File: src/rtl/lime_pkg.sv
// rtl/lime_pkg.sv - shared widths, state and access-kind types for the memory-access stage
package lime_pkg;

   localparam int DATA_W = 16;
   localparam int ADDR_W = 16;

   typedef enum logic [1:0] {IDLE, ACCESS, DONE} mau_state_t;

   typedef enum logic [1:0] {ACC_NONE, ACC_FETCH, ACC_READ, ACC_WRITE} access_kind_t;

   // Fetch outranks a data read, which outranks a data write.
   function automatic access_kind_t decode_kind(input logic irw, input logic rd, input logic wr);
      if (irw)
         return ACC_FETCH;
      else if (rd)
         return ACC_READ;
      else if (wr)
         return ACC_WRITE;
      return ACC_NONE;
   endfunction

endpackage

File: src/rtl/mem_access_unit_if.sv
// rtl/mem_access_unit_if.sv - request/ready word-memory bus between the access stage and memory
interface mem_access_unit_if #(
   parameter int DATA_W = lime_pkg::DATA_W,
   parameter int ADDR_W = lime_pkg::ADDR_W
);
   logic              mem_req;
   logic              mem_we;
   logic [ADDR_W-1:0] mem_addr;
   logic [DATA_W-1:0] mem_wdata;
   logic [DATA_W-1:0] mem_rdata;
   logic              mem_ready;

   modport master (
      output mem_req, mem_we, mem_addr, mem_wdata,
      input  mem_rdata, mem_ready
   );

   modport slave (
      input  mem_req, mem_we, mem_addr, mem_wdata,
      output mem_rdata, mem_ready
   );
endinterface

File: src/rtl/mem_timeout_ctr.sv
// rtl/mem_timeout_ctr.sv - 8-bit access watchdog; expired flags the cycle whose count reaches TIMEOUT
module mem_timeout_ctr #(
   parameter int TIMEOUT = 64
) (
   input  logic CLK,
   input  logic Reset,
   input  logic clr,
   input  logic en,
   output logic expired
);
   localparam logic [7:0] LAST = 8'(TIMEOUT - 1);

   logic [7:0] count;

   always_ff @(posedge CLK or posedge Reset) begin
      if (Reset)
         count <= '0;
      else if (clr)
         count <= '0;
      else if (en)
         count <= count + 8'd1;
   end

   // Asserted during the TIMEOUT-th enabled cycle, so the abort lands on that edge.
   assign expired = en && (count == LAST);
endmodule

File: src/rtl/mem_access_unit.sv
// rtl/mem_access_unit.sv - holds control-FSM memory strobes as a request/ready access, owns IR and MDR
module mem_access_unit #(
   parameter int DATA_W  = lime_pkg::DATA_W,
   parameter int ADDR_W  = lime_pkg::ADDR_W,
   parameter int TIMEOUT = 64
) (
   input  logic              CLK,
   input  logic              Reset,
   input  logic              ctl_IRWrite,
   input  logic              ctl_MemR,
   input  logic              ctl_MemW,
   input  logic              ctl_IoD,
   input  logic              ctl_PCWrite,
   input  logic [ADDR_W-1:0] pc,
   input  logic [ADDR_W-1:0] alu_addr,
   input  logic [DATA_W-1:0] wdata,
   mem_access_unit_if.master mem_bus,
   output logic [DATA_W-1:0] ir_out,
   output logic [DATA_W-1:0] mdr_out,
   output logic              stall,
   output logic              pc_write_en,
   output logic              bus_error
);
   import lime_pkg::*;

   mau_state_t        state_q, state_d;
   access_kind_t      kind_q, kind_d, req_kind;
   logic              req_q, req_d;
   logic              we_q, we_d;
   logic [ADDR_W-1:0] addr_q, addr_d;
   logic [DATA_W-1:0] wdata_q, wdata_d;
   logic [DATA_W-1:0] ir_d, mdr_d;
   logic              err_d;
   logic              ctr_clr, ctr_en, expired;

   mem_timeout_ctr #(.TIMEOUT(TIMEOUT)) u_timeout (
      .CLK     (CLK),
      .Reset   (Reset),
      .clr     (ctr_clr),
      .en      (ctr_en),
      .expired (expired)
   );

   always_ff @(posedge CLK or posedge Reset) begin
      if (Reset) begin
         state_q   <= IDLE;
         kind_q    <= ACC_NONE;
         req_q     <= 1'b0;
         we_q      <= 1'b0;
         addr_q    <= '0;
         wdata_q   <= '0;
         ir_out    <= '0;
         mdr_out   <= '0;
         bus_error <= 1'b0;
      end else begin
         state_q   <= state_d;
         kind_q    <= kind_d;
         req_q     <= req_d;
         we_q      <= we_d;
         addr_q    <= addr_d;
         wdata_q   <= wdata_d;
         ir_out    <= ir_d;
         mdr_out   <= mdr_d;
         bus_error <= err_d;
      end
   end

   always_comb begin
      req_kind = decode_kind(ctl_IRWrite, ctl_MemR, ctl_MemW);
      state_d  = state_q;
      kind_d   = kind_q;
      req_d    = req_q;
      we_d     = we_q;
      addr_d   = addr_q;
      wdata_d  = wdata_q;
      ir_d     = ir_out;
      mdr_d    = mdr_out;
      err_d    = bus_error;
      ctr_clr  = 1'b0;
      ctr_en   = 1'b0;
      stall    = 1'b0;

      case (state_q)
         IDLE: begin
            if (req_kind != ACC_NONE) begin
               stall   = 1'b1;
               kind_d  = req_kind;
               req_d   = 1'b1;
               we_d    = (req_kind == ACC_WRITE);
               addr_d  = ctl_IoD ? alu_addr : pc;
               wdata_d = wdata;
               ctr_clr = 1'b1;
               state_d = ACCESS;
            end
         end
         ACCESS: begin
            stall  = 1'b1;
            ctr_en = 1'b1;
            // A ready on the expiry edge still completes normally.
            if (mem_bus.mem_ready) begin
               if (kind_q == ACC_FETCH)
                  ir_d = mem_bus.mem_rdata;
               if (kind_q == ACC_READ)
                  mdr_d = mem_bus.mem_rdata;
               req_d   = 1'b0;
               state_d = DONE;
            end else if (expired) begin
               req_d   = 1'b0;
               err_d   = 1'b1;
               state_d = DONE;
            end
         end
         DONE: begin
            // The control FSM is still in its memory state this cycle; its strobes are stale.
            state_d = IDLE;
         end
         default: state_d = IDLE;
      endcase
   end

   assign pc_write_en       = ctl_PCWrite & ~stall;
   assign mem_bus.mem_req   = req_q;
   assign mem_bus.mem_we    = we_q;
   assign mem_bus.mem_addr  = addr_q;
   assign mem_bus.mem_wdata = wdata_q;
endmodule

File: src/flat_wrapper.sv
// flat-port wrapper written by rule: the top's interface ports become plain ports
module mem_access_unit_flat import lime_pkg::*;
#(
   parameter int DATA_W  = lime_pkg::DATA_W,
   parameter int ADDR_W  = lime_pkg::ADDR_W,
   parameter int TIMEOUT = 64
)
  (CLK, Reset, ctl_IRWrite, ctl_MemR, ctl_MemW, ctl_IoD, ctl_PCWrite, pc, alu_addr, wdata, ir_out, mdr_out, stall, pc_write_en, bus_error, mem_bus_mem_req, mem_bus_mem_we, mem_bus_mem_addr, mem_bus_mem_wdata, mem_bus_mem_rdata, mem_bus_mem_ready);
  mem_access_unit_if #(.DATA_W(DATA_W), .ADDR_W(ADDR_W)) mem_bus_i ();
  input  logic CLK;
  input  logic Reset;
  input  logic ctl_IRWrite;
  input  logic ctl_MemR;
  input  logic ctl_MemW;
  input  logic ctl_IoD;
  input  logic ctl_PCWrite;
  input  logic [ADDR_W-1:0] pc;
  input  logic [ADDR_W-1:0] alu_addr;
  input  logic [DATA_W-1:0] wdata;
  output logic [DATA_W-1:0] ir_out;
  output logic [DATA_W-1:0] mdr_out;
  output logic stall;
  output logic pc_write_en;
  output logic bus_error;
  output wire logic [$bits(mem_bus_i.mem_req)-1:0] mem_bus_mem_req;
  output wire logic [$bits(mem_bus_i.mem_we)-1:0] mem_bus_mem_we;
  output wire logic [$bits(mem_bus_i.mem_addr)-1:0] mem_bus_mem_addr;
  output wire logic [$bits(mem_bus_i.mem_wdata)-1:0] mem_bus_mem_wdata;
  input wire logic [$bits(mem_bus_i.mem_rdata)-1:0] mem_bus_mem_rdata;
  input wire logic [$bits(mem_bus_i.mem_ready)-1:0] mem_bus_mem_ready;
  assign mem_bus_mem_req = mem_bus_i.mem_req;
  assign mem_bus_mem_we = mem_bus_i.mem_we;
  assign mem_bus_mem_addr = mem_bus_i.mem_addr;
  assign mem_bus_mem_wdata = mem_bus_i.mem_wdata;
  assign mem_bus_i.mem_rdata = mem_bus_mem_rdata;
  assign mem_bus_i.mem_ready = mem_bus_mem_ready;
  mem_access_unit #(.DATA_W(DATA_W), .ADDR_W(ADDR_W), .TIMEOUT(TIMEOUT)) u_core (.CLK(CLK), .Reset(Reset), .ctl_IRWrite(ctl_IRWrite), .ctl_MemR(ctl_MemR), .ctl_MemW(ctl_MemW), .ctl_IoD(ctl_IoD), .ctl_PCWrite(ctl_PCWrite), .pc(pc), .alu_addr(alu_addr), .wdata(wdata), .mem_bus(mem_bus_i), .ir_out(ir_out), .mdr_out(mdr_out), .stall(stall), .pc_write_en(pc_write_en), .bus_error(bus_error));
endmodule
File: config.mk
export PLATFORM = sky130hd
export DESIGN_NAME = mem_access_unit_flat
export DESIGN_NICKNAME = d
export VERILOG_FILES = /design/src/rtl/lime_pkg.sv /design/src/rtl/mem_access_unit_if.sv /design/src/rtl/mem_timeout_ctr.sv /design/src/rtl/mem_access_unit.sv /design/src/flat_wrapper.sv
export SDC_FILE = /design/constraint.sdc
export NUM_CORES = 1
export LEC_CHECK = 0
export ABC_AREA = 1
export CAP_MARGIN = 20
export CORE_AREA = 2 2 130 101
export CTS_CLUSTER_DIAMETER = 50
export DETAILED_ROUTE_END_ITERATION = 8
export DIE_AREA = 0 0 132 103
export GPL_TIMING_DRIVEN = 0
export HOLD_SLACK_MARGIN = 0.15
export PLACE_DENSITY = 0.6
export SKIP_CTS_REPAIR_TIMING = 1
export SYNTH_ARGS = -nofsm -noshare
export SYNTH_HDL_FRONTEND = slang
export SYNTH_SLANG_ARGS = --single-unit
File: constraint.sdc
create_clock -name CLK -period 3.1 [get_ports CLK]
set_input_delay 0.465 -clock CLK [delete_from_list [all_inputs] [get_ports CLK]]
set_output_delay 0.465 -clock CLK [all_outputs]
set_load 0.05 [all_outputs]
Word level (Yosys, flattened, before mapping)
Cells that the tools add are included.
{ "word_totals": {"regBits": 79, "input_bits": 72, "output_inout_bits": 69, "word_cells": 54} }
{ "op_classes": {"add_sub_neg": 1, "n_eq_ne": 7, "muxes": 22, "bitwise": 3, "reduce_logical": 11} }
{ "op_table": {"columns": ["op", "n"], "rows": [
  ["$mux 16", 1],
  ["$mux 8", 2],
  ["$mux 2", 7],
  ["$reduce_and 3->1", 4],
  ["$mux 1", 9],
  ["$add 8x1->8 const B", 1],
  ["$eq 8x6->1 const B", 1],
  ["$reduce_bool 2->1", 3],
  ["$eq 2x1->1 const B", 2],
  ["$eq 2x2->1 const B", 2],
  ["$pmux 1 s2", 2],
  ["$pmux 2 s2", 1],
  ["$reduce_and 2->1", 2],
  ["$ne 3x2->1 const B", 1],
  ["$logic_not 2->1", 1],
  ["$ne 2x1->1 const B", 1],
  ["$not 1->1", 2],
  ["$and 1x1->1", 1],
  ["$logic_and 1x1->1", 1]
]} }

Logic depth before layout (Yosys ltp)
Gate-level depths: netlist of the first run.
{ "logic_depth": {"ltp_word": 9, "mapped_depth": 8, "depth_no_buf": 7} }

Cells and area by module
From an unflattened synthesis of the first run, not the netlist that was laid out.
{ "unflattened": {"cells_unflattened": 396, "hier_area_um2": 3445.8} }
{ "by_module_without_submodules": {"columns": ["module", "n_inst", "cells_per_inst", "area_each_um2", "seq_area_each_um2"], "rows": [
  ["mem_access_unit", 1, 337, 3000.4, 1776.7],
  ["mem_timeout_ctr", 1, 59, 445.4, 200.2]
]} }

Worst setup path before layout of the first run
Ideal clock, no wire load.
{ "synth_path": {"path_kind": "input port to output port", "start": "input port ctl_MemR", "end": "output port pc_write_en", "arrival_ps": 1853, "required_time_ps": 2635, "path_slack_ps": 782, "cell_stages": 5, "n_path_buf": 0, "path_cell_list": "nor2_1 -> nand2_1 -> nand2_2 -> nand2_1 -> nor2_1"} }
{ "synth_between": {"elab_chain_len": 8, "word_cells_on_any_way": 10, "classes_between": "mux: 7; bitwise: 2; reduce/logical: 1"} }
{ "synth_lines": {"columns": ["element", "line", "text"], "rows": [
  ["from (decl)", "flat_wrapper.sv:13", "input logic ctl_MemR;"],
  ["$mux 2 / $mux 1 (equally long branches)", "lime_pkg.sv:15", "else if (rd)"],
  ["$mux 2 / $mux 1 (equally long branches)", "lime_pkg.sv:13", "if (irw)"],
  ["$mux 2 *", "lime_pkg.sv:19", "return ACC_NONE;"],
  ["$reduce_bool 2->1 *", "mem_access_unit.sv:85", "if (req_kind != ACC_NONE) begin"],
  ["$mux 1 *", "mem_access_unit.sv:85", null],
  ["$pmux 1 s2 *", "mem_access_unit.sv:83", "case (state_q)"],
  ["via stall", "flat_wrapper.sv:22", "output logic stall;"],
  ["$not 1->1 *", "mem_access_unit.sv:121", "assign pc_write_en = ctl_PCWrite & ~stall;"],
  ["$and 1x1->1 *", "mem_access_unit.sv:121", null],
  ["to (decl)", "flat_wrapper.sv:23", "output logic pc_write_en;"]
]} }
Mark *: on every way through the listed nets, which the timed path passes. The rest lies on a longest branch.

Worst setup path after layout of the first run
{ "layout_path": {"start": "input port ctl_MemR", "end": "output port pc_write_en"} }
{ "layout_between": {"elab_chain_len": 8, "word_cells_on_any_way": 10, "classes_between": "mux: 7; bitwise: 2; reduce/logical: 1"} }
{ "layout_lines": {"columns": ["element", "line"], "rows": [
  ["$mux 2 / $mux 1 (equally long branches)", "lime_pkg.sv:15"],
  ["$mux 2 / $mux 1 (equally long branches)", "lime_pkg.sv:13"],
  ["$mux 2 *", "lime_pkg.sv:19"],
  ["$reduce_bool 2->1 *", "mem_access_unit.sv:85"],
  ["$mux 1 *", "mem_access_unit.sv:85"],
  ["$pmux 1 s2 *", "mem_access_unit.sv:83"],
  ["$not 1->1 *", "mem_access_unit.sv:121"],
  ["$and 1x1->1 *", "mem_access_unit.sv:121"]
]} }
Mark *: on every way between the ends. The rest lies on a longest branch, timed or not.

==> reports/metrics.cfg, run 1 <==
[critical_path]
worstPathRequired_ns = 2.63
arrival_ns = 2.34
cp_max_fo = 7
start_kind = input pin
end_kind = output pin
criticalPathCategory = in -> out

[routing]
wl_per_cell_um = 12.2
drtIter0Drc = 97
routed_wl_um = 8990
via_per_inst = 4.20
drtAntennaViolNets = 0
drt_pass1_iterations = 4
drc_errors = 0
vias = 3099

[grt]
grt_overflow = 0
grt_pass1_vias = 3055
antenna_found_initial = 0
grt_max_degree = 45
grt_pass1_wl_um = 14800
gr-usage-all-layers = 0.136

[pwr]
p_leak_nw = 2.60
power.density_mw_per_mm2 = 1200
vdd_drop_max_mv = 0.392

[placement]
io_buffers = 140
hpwl_um = 6860
placed_area_mm2 = 0.00502
pre_cts_ws_ns = 0.296
place.gp.congestion = 0.757

[timing]
max_slew_margin = 0.642
drv_slew = 0
setup_viol = 0
layout_setup_ws_ns = 0.299
fin_crit_sh = 0.904
rsz0062_at_grt = false
worst_pin_slew_ns = 0.535
period_minus_slack_ns = 2.80
hold_viol_final = 0
fmax_mhz = 357
final.setup_skew_ns = 0.00633

[floorplanning]
die_h_um = 103
die_width_um = 132
die-area_mm2 = 0.0136
initial_core_util = 0.270
rows = 36
core_area_mm2 = 0.0125
io_pins = 141

[worst_hold_path]
hold_path.class = reg -> reg

[logic_synthesis]
syn-mean-instance-area_um2 = 8.24
synth_warnings = 0
ys_types = 23
yosysSeqAreaShare = 0.586
syn-instance-count = 409
synthesis.area_mm2 = 0.00337
synth_seq_cells = 79
syn_nets = 482

[layout]
drive_above_1_share = 0.0654
area_growth_pct = 58.4
design_area_mm2 = 0.00534
final_nets = 634
insertedDiodeCount = 0

[clock_network]
clkTransAtPathRegs_ns = 0.06
htree_num_levels = 3
cts_buffers = 9
cts_tree = done
clock_path_buffers = 2
worstSkewPairLatency_ns = 0.33
cts_root_buf = clkbuf_16
cts.sink_count = 79

[status]
status = completed

[run]
cap_violations = 0

-- final timing paths --
path | start | to | slack (ns) | cells past startpoint
hold reg to reg | u_core.mem_bus.mem_wdata[12]$_DFFE_PP0N_ | u_core.mem_bus.mem_wdata[12]$_DFFE_PP0N_ | 0.48 | 2
setup / recovery | ctl_MemR | pc_write_en | 0.30 | 7
max in group asynchronous | Reset | u_core.u_timeout.count[7]$_DFFE_PP0P_ | 2.02 | 3
min in group asynchronous | Reset | u_core.mem_bus.mem_wdata[14]$_DFFE_PP0N_ | 0.50 | 2
setup reg to reg | u_core.state_q[0]$_DFFE_PP0P_ | u_core.kind_q[1]$_DFFE_PP0N_ | 1.74 | 5
hold / removal | u_core.mem_bus.mem_wdata[12]$_DFFE_PP0N_ | u_core.mem_bus.mem_wdata[12]$_DFFE_PP0N_ | 0.48 | 2
-- report_power, final --
group	total (mW)	switching, mW	leakage [nW]	internal [mW]
Sequential	1.76	0.267	0.972	1.50
Combinational	3.50	2.38	1.48	1.12
Clock	1.14	0.432	0.153	0.711
Total	6.41	3.08	2.60	3.33
-- state kept, by name, summed over array words and instances, names as in the netlist --
signal                    count
u_core.kind_q                 2
u_core.u_timeout.count        8
u_core.bus_error              1
u_core.mem_bus.mem_we         1
u_core.mem_bus.mem_addr      16
u_core.mem_bus.mem_req        1
u_core.ir_out                16
u_core.state_q                2
u_core.mem_bus.mem_wdata     16
u_core.mdr_out               16
-- cells in the mapped netlist --
master | instances | area [um^2]
nand3_1 | 7 | 35.0
nand4_1 | 1 | 6.26
o21ai_1 | 16 | 80.1
inv_4 | 1 | 6.26
nor3b_1 | 1 | 7.51
clkbuf_1 | 3 | 11.3
buf_4 | 3 | 22.5
nand4_2 | 1 | 12.5
nor2_2 | 1 | 6.26
o21bai_1 | 1 | 7.51
dfrtp_1 | 79 | 1980
a21oi_1 | 19 | 95.1
inv_2 | 1 | 3.75
nand2_2 | 1 | 6.26
o22ai_1 | 1 | 6.26
ha_1 | 1 | 12.5
nand2_1 | 159 | 597
nor2_4 | 1 | 11.3
buf_2 | 10 | 50.1
inv_1 | 52 | 195
nand2_4 | 1 | 11.3
o21ai_0 | 21 | 105
nor2_1 | 28 | 105
-- area by class of cell --
| type | instances | area, um^2 |
|---|---|---|
| Fill cell | 1251 | 7140 |
| Sequential cell | 79 | 1980 |
| Timing Repair Buffer | 141 | 1430 |
| Multi-Input combinational cell | 260 | 1100 |
| Clock buffer | 10 | 229 |
| Tap cell | 171 | 214 |
| Inverter | 54 | 208 |
| Clock inverter | 6 | 93.8 |
| Buffer | 16 | 83.8 |
-- placed cells by master (no fill, tap or decap) --
| master | n |
|---|---|
| clkinv_4 | 2 |
| inv_1 | 51 |
| dfrtp_1 | 79 |
| clkdlybuf4s50_1 | 140 |
| clkinvlp_4 | 1 |
| clkbuf_16 | 9 |
| o21ai_1 | 16 |
| clkbuf_1 | 4 |
| nand3_1 | 7 |
| bufinv_16 | 2 |
| buf_16 | 1 |
| o21bai_1 | 1 |
| o21ai_0 | 21 |
| nor2_4 | 1 |
| nand2_4 | 1 |
| a21oi_1 | 19 |
| buf_4 | 3 |
| nand2_1 | 159 |
| inv_4 | 2 |
| ha_1 | 1 |
| nor2_1 | 28 |
| inv_2 | 1 |
| nor2_2 | 1 |
| buf_2 | 10 |
| nand4_1 | 1 |
| o22ai_1 | 1 |
| nor3b_1 | 1 |
| nand4_2 | 1 |
| nand2_2 | 1 |
| inv_6 | 1 |
-- through the flow --
step | TNS, ns | total power, mW | cells | hold WS (ns) | util
after floorplan | 0 | 4.04 | 409 | 0.495 | -
after global placement | -57.22 | 5.26 | 720 | 0.461 | 0.400
after detailed placement | 0 | 5.31 | 721 | 0.464 | 0.402
after CTS | 0 | 6.49 | 737 | 0.482 | 0.428
after global routing | 0 | 6.79 | 737 | 0.509 | 0.428
final | 0 | 6.41 | 737 | 0.476 | 0.428
-- kinds of logic (layout without fill, tap and decap cells) --
group | after synthesis | in the layout | synth area share
adders and majority gates | 1 | 1 | 0.00371
DFF | 79 | 79 | 0.586
AOI/OAI and AO/OA | 58 | 58 | 0.0872
and+or+nand+nor | 201 | 201 | 0.237
buffers and inverters | 70 | 227 | 0.0857
-- layer usage --
metal	share of wire	track usage
met2	0.45	0.223
met1	0.46	0.170
met5	0	0
met3	0.080	0.0516
met4	0.0099	0.0410
-- critical path: stages --
cell,delay [ns]
clkdlybuf4s50_1,0.42
nor2_1,0.16
nand2_1,0.08
nand2_2,0.17
nand2_1,0.13
nor2_1,0.10
clkdlybuf4s50_1,0.80
Note: power is estimated with default switching activity, not from simulation.
==> run 2: changes to the inputs <==
--- a/config.mk
+++ b/config.mk
@@ -13,8 +13,9 @@
 export DIE_AREA = 0 0 132 103
 export GPL_TIMING_DRIVEN = 0
 export HOLD_SLACK_MARGIN = 0.15
+export MAX_ROUTING_LAYER = met4
 export PLACE_DENSITY = 0.6
-export SKIP_CTS_REPAIR_TIMING = 1
+export REMOVE_ABC_BUFFERS = 1
 export SYNTH_ARGS = -nofsm -noshare
 export SYNTH_HDL_FRONTEND = slang
 export SYNTH_SLANG_ARGS = --single-unit
==> reports/metrics.cfg, run 2 (synthesis results as in run 1) <==
[timing]
setup_viol = 0
drv_slew = 0
hold_viol_final = 0
fin_crit_sh = 0.932
period_minus_slack_ns = 2.89
worst_pin_slew_ns = 0.847
setup-tns-final_ns = 0
max_slew_margin = 0.434
hold_ws_ns = 0.477
rsz0062_at_grt = false
layout_setup_ws_ns = 0.212
final.setup_skew_ns = 0.00614
fmax_mhz = 346

[routing]
via_per_inst = 4.11
drc_errors = 0
drt_pass1_iterations = 4
drtIter0Drc = 105
drtAntennaViolNets = 0
wl_per_cell_um = 11.9
routed_wl_um = 8520
vias = 2954

[clock_network]
cts_tree = done
worstSkewPairLatency_ns = 0.33
cts_buffers = 9
cts_root_buf = clkbuf_16
cts.sink_count = 79
clkTransAtPathRegs_ns = 0.06
htree_num_levels = 3
post_cts_buffers = 0
clock_path_buffers = 2

[grt]
grt_pass1_vias = 2914
grt_pass1_wl_um = 14000
grt_overflow = 0
gr-usage-all-layers = 0.135
antenna_found_initial = 0
grt_max_degree = 51

[critical_path]
arrival_ns = 2.42
worstReg2RegStart = u_core.state_q[0]$_DFFE_PP0P_
critPathCapture = stall
rrSetupSlack_ns = 1.23
critPathLaunch = ctl_IRWrite
rr_worst_depth = 4
criticalPathCategory = in -> out
start_kind = input pin
timing.rr.end = u_core.kind_q[0]$_DFFE_PP0N_
end_kind = output pin
cp_max_fo = 43
worstPathRequired_ns = 2.63

[floorplanning]
io_pins = 141
die-area_mm2 = 0.0136
core_area_mm2 = 0.0125
die_width_um = 132
rows = 36
die_h_um = 103
initial_core_util = 0.270

[pwr]
p_leak_nw = 2.53
vdd_drop_max_mv = 0.649
power.density_mw_per_mm2 = 1180

[layout]
final_nets = 618
final_common_cell = nand2_1
area_growth_pct = 54.5
drive_above_1_share = 0.0420
insertedDiodeCount = 0
layout_common_cells = 159 x nand2_1, 139 x clkdlybuf4s50_1, 79 x dfrtp_1

[placement]
pre_cts_ws_ns = -0.315
hpwl_um = 6010
io_buffers = 140
place.gp.congestion = 0.737

[worst_hold_path]
hold_path.class = in -> async

[status]
status = completed

[run]
cap_violations = 0

## run 2: changes by cell type in the layout (fill, tap and decap cells not counted), sizes merged
cell / change
buf: -13
bufinv: -2
clkbuf: -2
clkdlybuf4s50: -1
clkinv: -1
clkinvlp: +1
dlygate4sd2: +1
inv: -1
## run 2: timing repair
action                                  in CTS  in global routing
hold buffers                                 0                  0
endpoints found under the setup margin       2                  0
resized for setup                            2                  0
## run 2: stage by stage
stage / area [um^2] / cells / utilization / total power [mW]
final: 5210 / 719 / 0.417 / 6.17
after CTS: 5210 / 719 / 0.417 / 6.26
after detailed placement: 4930 / 705 / 0.395 / 5.24
after floorplan: 3290 / 393 / - / 3.98
after global routing: 5210 / 719 / 0.417 / 6.54
after global placement: 4900 / 704 / 0.393 / 5.19
## run 2: critical path, stage by stage
cell and delay [ns]:
clkdlybuf4s50_1 0.46, inv_1 0.06, nand2_1 0.11, nand2_4 0.26
nand2_1 0.22, clkdlybuf4s50_1 0.82
## run 2: worst min path at each step
stage | end | slack [ns]
2_1_floorplan | u_core.u_timeout.count[1]$_DFFE_PP0P_ | 0.50
3_3_place_gp | u_core.mem_bus.mem_wdata[13]$_DFFE_PP0N_ | 0.46
3_5_place_dp | u_core.mem_bus.mem_addr[8]$_DFFE_PP0N_ | 0.46
4_1_cts | u_core.mem_bus.mem_addr[8]$_DFFE_PP0N_ | 0.48
5_1_grt | u_core.mem_bus.mem_wdata[9]$_DFFE_PP0N_ | 0.51
6_report | u_core.ir_out[6]$_DFFE_PP0P_ | 0.48
## run 2: report_power, final
| group | switching (mW) | internal (mW) | leakage [nW] |
|---|---|---|---|
| clock | 0.405 | 0.575 | 0.129 |
| combinational | 2.35 | 1.08 | 1.43 |
| sequential | 0.264 | 1.50 | 0.972 |
| total | 3.02 | 3.15 | 2.53 |
## run 2: area by class of cell
class                      count  area [um^2]
clock inverter                 3         20.0
tap                          171          214
inverter                      54          208
fill                        1238         7270
timing repair buffer         141         1430
clock buffer                  11          253
sequential                    79         1980
multi-input combinational    260         1110
## run 2: routing by layer
metal	vias to the layer above	GRT usage	part of all wire
li1	1510	-	-
met1	1369	0.163	0.47
met2	67	0.215	0.46
met3	8	0.0462	0.055
met4	0	0.0401	0.012
met5	-	-	0
